## src/rtl/pwm_deadtime_gen.sv

```systemverilog
// Half-bridge gate driver stage: turns a PWM stream into complementary high/low-side drives
// with programmable dead time, short-pulse suppression and a sticky fault latch.
module pwm_deadtime_gen #(
    parameter int unsigned DT_WIDTH = 4
) (
    input  logic                clk,
    input  logic                rst_n,
    input  logic                en,
    input  logic                pwm_in,
    input  logic [DT_WIDTH-1:0] dt_cfg,
    input  logic                fault,
    input  logic                fault_clr,
    output logic                hs_out,
    output logic                ls_out,
    output logic                busy,
    output logic                fault_latched
);

    localparam logic [DT_WIDTH-1:0] DT_ONE = DT_WIDTH'(1);

    typedef enum logic [2:0] {
        StIdle,
        StDtHi,
        StHi,
        StDtLo,
        StLo
    } state_e;

    state_e              state_q, state_d;
    logic [DT_WIDTH-1:0] cnt_q, cnt_d;
    logic [DT_WIDTH-1:0] dt_eff;
    logic                pwm_q;
    logic                fault_d;

    // A zero dead time would let both switches overlap; clamp it to one cycle.
    assign dt_eff = (dt_cfg == '0) ? DT_ONE : dt_cfg;

    always_comb begin
        state_d = state_q;
        cnt_d   = cnt_q;
        fault_d = fault_latched;
        if (fault) begin
            state_d = StIdle;
            cnt_d   = '0;
            fault_d = 1'b1;
        end else if (fault_latched) begin
            state_d = StIdle;
            cnt_d   = '0;
            if (fault_clr) begin
                fault_d = 1'b0;
            end
        end else if (!en) begin
            state_d = StIdle;
            cnt_d   = '0;
        end else begin
            case (state_q)
                StIdle: begin
                    state_d = pwm_q ? StDtHi : StDtLo;
                    cnt_d   = dt_eff;
                end
                StDtHi: begin
                    if (!pwm_q) begin
                        state_d = StDtLo;
                        cnt_d   = dt_eff;
                    end else if (cnt_q == DT_ONE) begin
                        state_d = StHi;
                    end else begin
                        cnt_d = cnt_q - DT_ONE;
                    end
                end
                StDtLo: begin
                    if (pwm_q) begin
                        state_d = StDtHi;
                        cnt_d   = dt_eff;
                    end else if (cnt_q == DT_ONE) begin
                        state_d = StLo;
                    end else begin
                        cnt_d = cnt_q - DT_ONE;
                    end
                end
                StHi: begin
                    if (!pwm_q) begin
                        state_d = StDtLo;
                        cnt_d   = dt_eff;
                    end
                end
                StLo: begin
                    if (pwm_q) begin
                        state_d = StDtHi;
                        cnt_d   = dt_eff;
                    end
                end
                default: begin
                    state_d = StIdle;
                    cnt_d   = '0;
                end
            endcase
        end
    end

    // Outputs are registered from the next state so they change on the same edge as the state.
    always_ff @(posedge clk or negedge rst_n) begin
        if (!rst_n) begin
            state_q       <= StIdle;
            cnt_q         <= '0;
            pwm_q         <= 1'b0;
            fault_latched <= 1'b0;
            hs_out        <= 1'b0;
            ls_out        <= 1'b0;
            busy          <= 1'b0;
        end else begin
            state_q       <= state_d;
            cnt_q         <= cnt_d;
            pwm_q         <= pwm_in;
            fault_latched <= fault_d;
            hs_out        <= (state_d == StHi);
            ls_out        <= (state_d == StLo);
            busy          <= (state_d == StDtHi) || (state_d == StDtLo);
        end
    end

endmodule

```

## config.mk

```make
export PLATFORM = sky130hd
export DESIGN_NAME = pwm_deadtime_gen
export DESIGN_NICKNAME = d
export VERILOG_FILES = /design/src/rtl/pwm_deadtime_gen.sv
export SDC_FILE = /design/constraint.sdc
export NUM_CORES = 1
export LEC_CHECK = 0
export BUFFER_PORTS_ARGS = -buffer_cell sky130_fd_sc_hd__buf_2
export CORE_MARGIN = 4
export CORE_UTILIZATION = 57
export CTS_CLUSTER_SIZE = 20
export DETAILED_ROUTE_END_ITERATION = 6
export GPL_TIMING_DRIVEN = 0
export PLACE_DENSITY_LB_ADDON = 0.2
export SLEW_MARGIN = 10
export SYNTH_ARGS = -nofsm -noshare
export SYNTH_HDL_FRONTEND = slang
export SYNTH_SLANG_ARGS = --single-unit
```

## constraint.sdc

```tcl
create_clock -name clk -period 2.7 [get_ports clk]
set_input_delay 0.54 -clock clk [delete_from_list [all_inputs] [get_ports clk]]
set_output_delay 0.54 -clock clk [all_outputs]
set_load 0.1 [all_outputs]
```

==> parameters.txt <==
Parameter                              Value

Timing
  Minimum clock period    1.74 ns
  Highest clock frequency the design can meet    573 MHz
  Transition time at the pin with the least slew margin    0.486 ns
  Final setup violation count    0
  Worst clock skew on the final layout    around 0.0023 ns
  Relative max-transition margin    a little under 70%
  Period Utilization, post-route    between 60% and 70%
  Unrepaired setup endpoints after global routing    false
  Setup TNS Final    0 ns
  Worst-case setup margin in the final layout    0.955 ns
  Final hold slack    about 0.11 ns
  Final count of hold timing violations    0
  Final max-slew violation count    0

Clock network
  Post-cts repair resize count    0
  Post-CTS Repair Setup Buffers    0
  Max H-tree Level    1
  Clock root buffer master    sky130_fd_sc_hd__clkbuf_4
  Maximum clock insertion buffer count    2
  Cts hold-fix bufs    0
  Reg clk slew, reported paths    0.08 ns
  Clock tree from TritonCTS    built
  Later-pin clock latency in the skew report    0.28 ns
  CTS Buf Count    3
  Total number of clock tree sinks    12

Drt
  Detailed-router iteration count before antenna repair    4
  Post-route DRC    0
  Via/cell ratio    6.32
  Post-DR wirelength/cell    15.8 µm
  Total via count after detailed routing    about 700
  Initial DRC count    20
  Number of antenna-violating nets in the routed design    0
  Total Wirelength    1.75 mm

Logic synthesis
  Count of state elements after synthesis    12
  Main area contributors after synthesis    sky130_fd_sc_hd__dfrtp_1, sky130_fd_sc_hd__a211o_1, sky130_fd_sc_hd__ha_1, sky130_fd_sc_hd__a211oi_1, sky130_fd_sc_hd__inv_1
  Dominant cell by count in the synthesized netlist    sky130_fd_sc_hd__dfrtp_1
  Most instantiated flip-flop cell in the synthesis netlist    sky130_fd_sc_hd__dfrtp_1
  Top post-synthesis cells by count    sky130_fd_sc_hd__dfrtp_1, sky130_fd_sc_hd__inv_1, sky130_fd_sc_hd__nand2_1, sky130_fd_sc_hd__nor3_1
  Syn Std Cell Area    around 790 µm²
  Synth warnings    0
  Portion of the post-synthesis area used by sequential elements    38.2%
  Synthesized instance count    79
  Post-synth EDFFs    0
  Number of nets produced by synthesis    91
  Cell accounting for the most synthesized area    sky130_fd_sc_hd__dfrtp_1
  Post-synth top area share    38.2%
  Synthesized area divided by synthesized cell count    around 10 µm²
  Post-synth ARST share    100%
  Number of distinct library cells after synthesis    40

Layout
  Diodes inserted    0
  Area delta synth->final    15.3%
  Number of nets in the layout    109
  Post-route standard cell area excluding fillers    907 µm²
  Share of cells above drive strength 1    29.2%

Die
  Vertical die dimension    45.2 µm
  Starting utilization of the core area    60.5%
  FP Rows    13
  Die outline width    between 40 and 50 µm
  Core Footprint    0.00130 mm²
  Total die area    around 0.0020 mm²
  I/O pin total    14

Critical path
  Element type at the critical path start    flip-flop
  Category of the worst setup path capture point    flip-flop
  Category of the most critical setup path    reg2reg
  CP arrival    1.91 ns
  Highest fanout seen on the critical path    5
  Worst setup path startpoint    cnt_q[1]$_DFFE_PN0P_
  Start of the worst register-to-register path    cnt_q[1]$_DFFE_PN0P_
  Required time of the critical path    ~2.9 ns

Global route
  Antenna violations before repair    0
  Total gr overflow    0
  GRT Total Usage    20.1%
  Global-route wire length before repair    2.86 mm
  Maximum number of pins on one net before global-route repair    13
  Number of global-route vias before repair    between 600 and 700

Placement
  Final GP Congestion    0.823
  Quantity of I/O buffers inserted on ports    13
  Dpl hpwl    1.37 mm
  Post-place instance area    871 µm²
  Worst slack after detailed placement    0.916 ns

Power and ir drop
  Pwr per Cell Area    438 mW/mm²
  P_leak    0.443 nW
  Overall Power    397 µW
  Max VDD drop    between 0.3 and 0.4 mV

Worst hold path
  Tightest Hold Check Type    in2async

Job
  Maximum capacitance violations    0

Outcome
  Run status    completed
==> critical path, stage by stage (launching register included) <==
cell and delay, ns:
sky130_fd_sc_hd__dfrtp_1 0.40, sky130_fd_sc_hd__inv_1 0.08, sky130_fd_sc_hd__ha_1 0.15, sky130_fd_sc_hd__or3b_4 0.40, sky130_fd_sc_hd__nand4_2 0.17, sky130_fd_sc_hd__o22ai_1 0.10, sky130_fd_sc_hd__a221o_1 0.33
==> metal layers <==
metal,global-route usage [%],routed length (µm),share of wire (%)
met1,22.4,699,40
met2,34.5,869,50
met3,6.37,129,7.4
met4,9.36,54,3.1
met5,0,0,0
==> per-stage QoR <==
step | cells | utilization [%]
floorplan | 79 | -
global placement | 107 | 66.9
detailed placement | 107 | 66.9
CTS | 111 | 69.7
global route | 111 | 69.7
finish | 111 | 69.7
==> final cells by class <==
| class | instances | area (µm²) |
|---|---|---|
| tap | 15 | 18.8 |
| sequential | 12 | 300 |
| fill | 110 | 394 |
| clock buffer | 4 | 36.3 |
| multi-input combinational | 56 | 434 |
| inverter | 6 | 22.5 |
| buffer | 5 | 30.0 |
| timing repair buffer | 13 | 65.1 |
==> final timing paths <==
check / slack [ns] / to / depth (start not counted)
worst max-delay path: 0.96 / cnt_q[0]$_DFFE_PN0P_ / 6
worst min-delay path: 0.11 / state_q[2]$_DFF_PN0_ / 1
worst max register to register: 0.96 / cnt_q[0]$_DFFE_PN0P_ / 6
worst min register to register: 0.54 / cnt_q[1]$_DFFE_PN0P_ / 1
max in group asynchronous: 2.38 / cnt_q[1]$_DFFE_PN0P_ / 1
min in group clk: 0.36 / pwm_q$_DFF_PN0_ / 1
==> registers in the layout (all words and copies together), names as in the netlist <==
| register | cells |
|---|---|
| busy | 1 |
| cnt_q | 4 |
| fault_latched | 1 |
| hs_out | 1 |
| ls_out | 1 |
| pwm_q | 1 |
| state_q | 3 |
==> layout by cell type, fill, tap and decap left out, drive strengths merged, types with 2 or more instances in the layout <==
master | Yosys | final
or3b | 3 | 3
nor3 | 4 | 4
inv | 6 | 6
ha | 2 | 2
clkbuf | 0 | 4
o21ai | 3 | 3
a21oi | 3 | 3
a211oi | 3 | 3
mux2i | 2 | 2
dfrtp | 12 | 12
buf | 5 | 18
nand4 | 2 | 2
nor3b | 3 | 3
a211o | 3 | 3
a21o | 2 | 2
nand2 | 4 | 4
nor2 | 2 | 2
a22o | 2 | 2
==> where the power goes <==
group | total (mW) | leakage [nW] | switching [mW] | internal [mW]
Combinational | 0.0590 | 0.262 | 0.0385 | 0.0205
Clock | 0.148 | 0.0210 | 0.0656 | 0.0822
Sequential | 0.191 | 0.161 | 0.00649 | 0.184
Total | 0.397 | 0.443 | 0.111 | 0.287
==> logic make-up after synthesis <==
kind of cell | count (synthesis) | synth area share (%)
multiplexers | 2 | 2.54
AND/OR/NAND/NOR | 25 | 21.3
flip-flops | 12 | 38.2
adder cells (fa/ha/maj) | 2 | 3.18
buffers and inverters | 11 | 6.68
AO/OA/AOI/OAI | 26 | 26.1
XOR/XNOR | 1 | 2.07
Power figures use the tool's default switching activity.
